[config.mk]
export PLATFORM = sky130hd
export DESIGN_NAME = mips_regfile_mp
export DESIGN_NICKNAME = d
export VERILOG_FILES = /design/src/rtl/mips_pkg.sv /design/src/rtl/regfile_scoreboard.sv /design/src/rtl/mips_regfile_mp.sv
export SDC_FILE = /design/constraint.sdc
export NUM_CORES = 2
export LEC_CHECK = 0
export ABC_AREA = 1
export CAP_MARGIN = 40
export CORE_MARGIN = 10
export CORE_UTILIZATION = 30
export CTS_CLUSTER_DIAMETER = 30
export DETAILED_ROUTE_END_ITERATION = 10
export GPL_ROUTABILITY_DRIVEN = 0
export PLACE_DENSITY_LB_ADDON = 0.05
export RECOVER_POWER = 100
export SLEW_MARGIN = 20
export SYNTH_ARGS = -nofsm -noshare
export SYNTH_HDL_FRONTEND = slang
export SYNTH_SLANG_ARGS = --single-unit
[constraint.sdc]
create_clock -name clk -period 3.51 [get_ports clk]
set_input_delay 0.351 -clock clk [delete_from_list [all_inputs] [get_ports clk]]
set_output_delay 0.351 -clock clk [all_outputs]
set_load 0.01 [all_outputs]
[src/rtl/mips_pkg.sv]
// Shared widths and types for the MIPS register file slice.
package mips_pkg;
  localparam int DATA_W_DEF = 32;
  localparam int ADDR_W_DEF = 5;

  typedef logic [DATA_W_DEF-1:0] word_t;
  typedef logic [ADDR_W_DEF-1:0] reg_addr_t;

  localparam reg_addr_t REG_ZERO = '0;
endpackage

[src/rtl/regfile_scoreboard.sv]
// Pending-write scoreboard: one busy bit per register with set (reserve) and clear (commit).
// Lookups see this cycle's clear but not this cycle's set.
module regfile_scoreboard
  import mips_pkg::*;
#(
  parameter int ADDR_W   = ADDR_W_DEF,
  parameter int NUM_RD   = 2,
  parameter int ZERO_REG = 1
) (
  input  logic                     clk,
  input  logic                     reset,
  input  logic                     set_en,
  input  logic [ADDR_W-1:0]        set_addr,
  input  logic                     clr_en,
  input  logic [ADDR_W-1:0]        clr_addr,
  input  logic [NUM_RD*ADDR_W-1:0] lk_addr,
  output logic [NUM_RD-1:0]        lk_busy
);
  localparam int DEPTH = 1 << ADDR_W;

  logic [DEPTH-1:0] busy;
  logic [DEPTH-1:0] busy_nxt;

  // Set is applied after clear so a same-cycle reservation (newer producer) wins.
  always_comb begin
    busy_nxt = busy;
    if (clr_en) busy_nxt[clr_addr] = 1'b0;
    if (set_en) busy_nxt[set_addr] = 1'b1;
    if (ZERO_REG != 0) busy_nxt[0] = 1'b0;
  end

  always_ff @(posedge clk) begin
    if (reset) busy <= '0;
    else       busy <= busy_nxt;
  end

  for (genvar p = 0; p < NUM_RD; p++) begin : g_lk
    logic [ADDR_W-1:0] a;
    logic              is_zero;
    assign a       = lk_addr[p*ADDR_W +: ADDR_W];
    assign is_zero = (ZERO_REG != 0) && (a == ADDR_W'(REG_ZERO));
    assign lk_busy[p] = busy[a] & ~(clr_en && (clr_addr == a)) & ~is_zero;
  end
endmodule

[src/rtl/mips_regfile_mp.sv]
// Multi-read-port MIPS register file with registered reads, optional write bypass,
// hardwired r0 and a pending-write scoreboard for hazard detection.
module mips_regfile_mp
  import mips_pkg::*;
#(
  parameter int DATA_W   = DATA_W_DEF,
  parameter int ADDR_W   = ADDR_W_DEF,
  parameter int NUM_RD   = 2,
  parameter int ZERO_REG = 1,
  parameter int BYPASS   = 1
) (
  input  logic                     clk,
  input  logic                     reset,
  input  logic                     rd_req,
  input  logic [NUM_RD*ADDR_W-1:0] rd_addr,
  output logic [NUM_RD*DATA_W-1:0] rd_data,
  output logic [NUM_RD-1:0]        rd_busy,
  output logic                     rd_valid,
  input  logic                     wr_en,
  input  logic [ADDR_W-1:0]        wr_addr,
  input  logic [DATA_W-1:0]        wr_data,
  output logic                     wr_ack,
  input  logic                     rsv_en,
  input  logic [ADDR_W-1:0]        rsv_addr
);
  localparam int DEPTH = 1 << ADDR_W;

  logic [DATA_W-1:0] regs      [DEPTH];
  logic [DATA_W-1:0] rd_word   [NUM_RD];
  logic [DATA_W-1:0] rd_data_q [NUM_RD];
  logic [NUM_RD-1:0] lk_busy;
  logic [NUM_RD-1:0] rd_busy_q;
  logic              wr_zero;

  assign wr_zero = (ZERO_REG != 0) && (wr_addr == ADDR_W'(REG_ZERO));

  regfile_scoreboard #(
    .ADDR_W   (ADDR_W),
    .NUM_RD   (NUM_RD),
    .ZERO_REG (ZERO_REG)
  ) u_sb (
    .clk      (clk),
    .reset    (reset),
    .set_en   (rsv_en),
    .set_addr (rsv_addr),
    .clr_en   (wr_en),
    .clr_addr (wr_addr),
    .lk_addr  (rd_addr),
    .lk_busy  (lk_busy)
  );

  always_ff @(posedge clk) begin
    if (reset) begin
      for (int i = 0; i < DEPTH; i++) regs[i] <= '0;
    end else if (wr_en && !wr_zero) begin
      regs[wr_addr] <= wr_data;
    end
  end

  for (genvar p = 0; p < NUM_RD; p++) begin : g_rd
    logic [ADDR_W-1:0] a;
    assign a = rd_addr[p*ADDR_W +: ADDR_W];
    always_comb begin
      rd_word[p] = regs[a];
      if (BYPASS != 0 && wr_en && wr_addr == a) rd_word[p] = wr_data;
      if (ZERO_REG != 0 && a == ADDR_W'(REG_ZERO)) rd_word[p] = '0;
    end
    assign rd_data[p*DATA_W +: DATA_W] = rd_data_q[p];
  end

  // rd_valid is a one-cycle pulse qualifying rd_data/rd_busy for the rd_req of the
  // previous cycle; there is no backpressure, and the data holds until the next rd_req.
  always_ff @(posedge clk) begin
    if (reset) begin
      for (int p = 0; p < NUM_RD; p++) rd_data_q[p] <= '0;
      rd_busy_q <= '0;
      rd_valid  <= 1'b0;
      wr_ack    <= 1'b0;
    end else begin
      if (rd_req) begin
        for (int p = 0; p < NUM_RD; p++) rd_data_q[p] <= rd_word[p];
        rd_busy_q <= lk_busy;
      end
      rd_valid <= rd_req;
      wr_ack   <= wr_en;
    end
  end

  assign rd_busy = rd_busy_q;
endmodule

### After elaboration in Yosys (flattened, before gate mapping)

Memories as Yosys holds them, arrays and structs flattened.
Index checks and enable logic that the tools add are counted.

| storage, ports and cells | value |
|---|---|
| flip-flop bits (word level) | 36 |
| memory bits (writable) | 1088 |
| input port bits | 57 |
| output and inout bits | 68 |
| word-level logic and storage cells | 65 |
| memories kept | 2 |

Memories:

| memory | depth | width | rd ports | clocked after Yosys merged registers in | write ports | line | source |
|---|---|---|---|---|---|---|---|
| regs | 32 | 32 | 2 | 0 | 32 | mips_regfile_mp.sv:28 | `logic [DATA_W-1:0] regs [DEPTH];` |
| rd_data_q | 2 | 32 | 2 | 0 | 2 | mips_regfile_mp.sv:30 | `logic [DATA_W-1:0] rd_data_q [NUM_RD];` |

| operators by class | value |
|---|---|
| $lt $le $gt $ge | 6 |
| eq/ne operators | 2 |
| mux-type cells | 27 |
| bitwise logic cells | 13 |
| reduce and logical (&&, ||, !) cells | 10 |

Operator list:

| operator | number |
|---|---|
| $mux W32 | 9 |
| $and A32 B32 Y32 | 1 |
| $not A32 Y32 | 1 |
| $or A32 B32 Y32 | 1 |
| $reduce_or A32 Y1 | 1 |
| $lt A5 B6 Y1 const B | 4 |
| $logic_not A5 Y1 | 3 |
| $mux W1 | 13 |
| $bmux W1 S5 | 2 |
| $demux W1 S5 | 2 |
| $eq A5 B5 Y1 | 2 |
| $ge A5 B1 Y1 const B | 2 |
| $logic_and A1 B1 Y1 | 5 |
| $mux W5 | 1 |
| $and A1 B1 Y1 | 4 |
| $not A1 Y1 | 4 |
| $or A1 B1 Y1 | 2 |
| $logic_not A1 Y1 | 1 |

### Logic depth before layout (Yosys ltp)

| logic depth | value |
|---|---|
| word-level depth | 9 |
| mapped depth | 12 |
| gate-level depth less buffers | 11 |

### Cells and area by module

From an unflattened synthesis, not the netlist that was laid out.

| second synthesis, totals | value |
|---|---|
| cells, all modules | 8476 |
| area, all modules | 64191.6 µm² |

Modules (own cells, without submodules):

| module | times used | cells each | area each (µm²) | seq. area each (µm²) |
|---|---|---|---|---|
| mips_regfile_mp | 1 | 8120 | 61948.2 | 32751.4 |
| regfile_scoreboard | 1 | 356 | 2243.4 | 620.6 |

### Worst setup path before layout

Ideal clock, no wire load.

| timing path | value |
|---|---|
| path kind | in2reg |
| start | input reset |
| end | memory rd_data_q[0][0] (netlist bit), enable pin |
| library setup time | 0.424 ns |
| data arrival time | 2.644 ns |
| data required time | 3.086 ns |
| setup slack | 0.442 ns |
| cell stages on the path | 5 |
| path buffers | 3 |
| path through | clkbuf_1 > clkinv_1 > clkbuf_1 > buf_1 > nand2_1 |

RTL lines:

| element | line | source |
|---|---|---|
| from (decl) | mips_regfile_mp.sv:13 | `input logic reset,` |
| to (decl) | mips_regfile_mp.sv:30 |  |

==> reports/summary.md <==
The run finished, with violations left. The final reports fail on max-capacitance violations. Counting distinct cell types in the post-synthesis netlist gives 37.

Headroom to the max-slew limit came out at 0.648%. The internal portion of the total power is 39.8 mW. The total area of multi-input combinational cells is 0.0234 mm², and the number of clock sinks seen by CTS is 1123. Entering global routing, the biggest net connects 104 pins. The post-synthesis register bit count works out to 1123.

The tools report the number of endpoints failing setup at the final stage as 0. The number of nets with antenna violations after routing was 0. The run gives 0.94 ns as the latest clock arrival within the worst-skew pair. The sequential cells in the finished layout cover a total of 0.0334 mm². The net switching power is 13.1 mW, and the effective utilization at floorplan is 30.2%. STA classifies the critical path startpoint as a primary input. Fraction of synthesis flops using an asynchronous set or reset pin: 0%. The number of warnings reported in the yosys synthesis log was 0. The tools report the worst path arrival time as 3.73 ns. The count of instances resized after the clock tree is built came out at 0. The floorplan step defined a die boundary enclosing 0.227 mm².

The run gives 11 as the initial antenna violation count. Relative to the synthesized area, the layout overhead comes to 27.6%. The core area is 0.207 mm², and the post-detailed-route via-to-cell ratio is 5.19. In the final layout, the share of cells above drive strength 1 is 12.2%. The clock tree synthesis step divided the H-tree into 5 levels. The tools report the total vias in the final route as 57200. In this run the power density over the cells is 663 mW/mm².

The cell with the largest stage delay on the worst path is sky130_fd_sc_hd__clkbuf_1. The detailed router finished its first iteration with 6131 violations. The first global-routing pass estimated 429 mm of wire. Across every metal layer, demand over resource in global routing totals 26.2%. After the last flow step, the layout net total stands at 8003.

The actual slew at the worst max-slew pin was 1.49 ns. The design draws 52.9 mW. The number of flops mapped to enable cells by yosys came out at 1088.

The cell area that synthesis handed to floorplanning was 0.0626 mm². After global routing the overflow that remains totals 0. For the filler cell count, the log shows 21100. The worst setup path is of the primary input to register kind.

TritonCTS built the clock tree. The share of the Yosys chip area taken by registers is 53.3%. The clock transition at the registers of the reported paths was 0.04 ns; the synthesized netlist cell count was 7744.

The count of final hold-check violations was 0. The logs give 125 for the I/O pin count and 1 for the number of max-capacitance violations reported. For the final database, setup skew stands at 0.0552 ns. Per report_power, the combinational group accounts for 9.1% of the total. For this run, design rule violations remaining after detail routing come to 0.

The part of the total power dissipated in the clock network came out at 61.0%. Dominant register cell in the synthesized netlist: sky130_fd_sc_hd__edfxtp_1. Library cell used as clock root buffer: sky130_fd_sc_hd__clkbuf_16. The signal on the critical path passes through dlygate4sd3_1, clkbuf_1, inv_2, nand2_2, clkbuf_2.

Of all nets on the critical path, the largest fanout is 18. The count of buffers from port buffering came out at 124. Setup repair after global routing left no endpoint under its margin. The post-route fraction of the period consumed by the critical path is 91.9%, and the leakage dissipation is 33.8 nW. The logs give 4.02 ns for the data required time at the worst endpoint and 0 for the final max-slew violation count. In this run the horizontal extent of the chip is 477 µm.

The path class of the tightest hold or removal check is primary input to register. In this run, placement finished with an instance count of 10300. Total routed wirelength: 310 mm. The HPWL after detailed placement is 182 mm. The worst-case IR drop observed on VDD is 0.552 mV.

On the worst path, the slowest cell contributes a delay of 0.98 ns. The tools report the count of standard-cell rows as 167. The net switching share of the total power works out to 24.8%. Sequential cells burn 29.9% of the power.

The longest clock path from root to sink contains 4 buffers. The number of optimization iterations in the first detailed-route pass is 6. The post-route worst hold slack is 0.128 ns, and the setup TNS is 0 ns.

The minimum clock period is 3.23 ns, and the post-detailed-route wirelength per cell is 28.1 µm. The number of global-route vias before repair was 55400. The synthesized area per cell was 8.08 µm²; the final standard cell count with taps included and fillers excluded was 11000. The tools report the total CTS buffers as 383. From bottom edge to top edge, the die measures 477 µm. The top achievable clock speed is 310 MHz. The worst setup path is captured at a register.
timing repair:
| item | 4_1_cts | 5_1_grt |
|---|---|---|
| hold endpoints to repair | 11 | 0 |
| endpoints found under the setup margin | 0 | 0 |
| buffers inserted | 0 | 0 |
| hold buffers | 1 | 0 |
power by group through the flow:
stage	registers (mW)	logic [mW]	clock network, mW
2_1_floorplan	16.0	2.56	0
3_3_place_gp	16.0	4.82	0
3_5_place_dp	16.0	4.84	0
4_1_cts	15.8	4.86	32.6
5_1_grt	15.9	5.15	33.5
6_report	15.8	4.82	32.3
synthesized netlist by cell type, types with 35 or more instances:
cell type,number,area [µm²]
sky130_fd_sc_hd__nand2_1,1850,6940
sky130_fd_sc_hd__nor2_1,1432,5380
sky130_fd_sc_hd__nand3_1,1161,5810
sky130_fd_sc_hd__edfxtp_1,1088,32700
sky130_fd_sc_hd__inv_1,759,2850
sky130_fd_sc_hd__o211ai_1,335,2510
sky130_fd_sc_hd__clkbuf_1,262,983
sky130_fd_sc_hd__buf_2,237,1190
sky130_fd_sc_hd__a21oi_1,144,721
sky130_fd_sc_hd__or2_2,143,895
sky130_fd_sc_hd__buf_1,62,233
sky130_fd_sc_hd__buf_4,56,420
sky130_fd_sc_hd__a31oi_1,38,238
sky130_fd_sc_hd__dfxtp_1,35,701
cell type report:
| type | count | share of cell area [%] |
|---|---|---|
| antenna | 6 | 0.0188 |
| clock buffer | 470 | 12.7 |
| clock inverter | 212 | 2.55 |
| inverter | 774 | 3.67 |
| multi-input combinational | 5247 | 29.3 |
| sequential | 1123 | 41.8 |
| tap | 2788 | 4.37 |
| timing repair buffer | 417 | 5.58 |
registers in the layout, indices dropped and copies added (netlist names):
register	cells
wr_ack	1
rd_busy	2
regs	1024
u_sb.busy	31
rd_data_q	64
rd_valid	1
final timing paths:
path | end | depth (start not counted) | slack (ns) | startpoint
setup / recovery | regs[3][16] | 5 | 0.28 | reset
hold / removal | rd_data_q[0][41] | 3 | 0.13 | wr_data[9]
setup reg to reg | rd_data_q[0][19] | 7 | 1.65 | regs[24][19]
hold reg to reg | u_sb.busy[23] | 2 | 0.46 | u_sb.busy[23]
stage by stage:
stage	util (%)	instance area, µm²	worst slack, ns
6_report	38.5	79800	0.285
4_1_cts	38.7	80200	0.725
3_3_place_gp	32.8	67900	0.319
2_1_floorplan	-	62700	0.442
5_1_grt	38.5	79800	0.418
3_5_place_dp	32.8	68100	0.337
cells in the final DEF (no fill, tap or decap), types with 16 or more instances in the layout:
| master | instances |
|---|---|
| sky130_fd_sc_hd__nor3_1 | 16 |
| sky130_fd_sc_hd__o211ai_1 | 335 |
| sky130_fd_sc_hd__clkdlybuf4s50_1 | 43 |
| sky130_fd_sc_hd__nand2_1 | 1848 |
| sky130_fd_sc_hd__conb_1 | 32 |
| sky130_fd_sc_hd__nand3_1 | 1167 |
| sky130_fd_sc_hd__edfxtp_1 | 1088 |
| sky130_fd_sc_hd__nand4_1 | 16 |
| sky130_fd_sc_hd__inv_1 | 752 |
| sky130_fd_sc_hd__bufinv_16 | 41 |
| sky130_fd_sc_hd__buf_12 | 85 |
| sky130_fd_sc_hd__dlygate4sd3_1 | 71 |
| sky130_fd_sc_hd__clkinv_2 | 74 |
| sky130_fd_sc_hd__nor2_1 | 1428 |
| sky130_fd_sc_hd__a21oi_1 | 144 |
| sky130_fd_sc_hd__clkbuf_2 | 35 |
| sky130_fd_sc_hd__dfxtp_1 | 35 |
| sky130_fd_sc_hd__buf_4 | 155 |
| sky130_fd_sc_hd__or2_2 | 143 |
| sky130_fd_sc_hd__a31oi_1 | 38 |
| sky130_fd_sc_hd__clkbuf_1 | 81 |
| sky130_fd_sc_hd__clkbuf_16 | 389 |
| sky130_fd_sc_hd__clkinv_1 | 92 |
| sky130_fd_sc_hd__o21ai_0 | 32 |
worst max-delay path: cells and delay by family:
| kind | cells | cell delay [ns] |
|---|---|---|
| simple gates | 1 | 0.34 |
| buf+inv | 4 | 2.98 |
logic make-up after synthesis:
family / count (synthesis) / synth area share, %
simple gates: 4650 / 31.2
buf+inv: 1405 / 9.41
flops: 1123 / 53.3
compound gates: 563 / 6.00
xor+xnor: 2 / 0.0280
other cells: 1 / 0.00599
per-layer routing:
| layer | global-route usage (%) | up-vias | wire length (µm) |
|---|---|---|---|
| met1 | 34.3 | 28100 | 130000 |
| met2 | 42.5 | 2606 | 143000 |
| met3 | 4.44 | 620 | 21700 |
| li1 | - | 25900 | - |
| met5 | 0 | - | 11 |
| met4 | 11.6 | 2 | 14800 |
(Power assumes the default switching activity.)
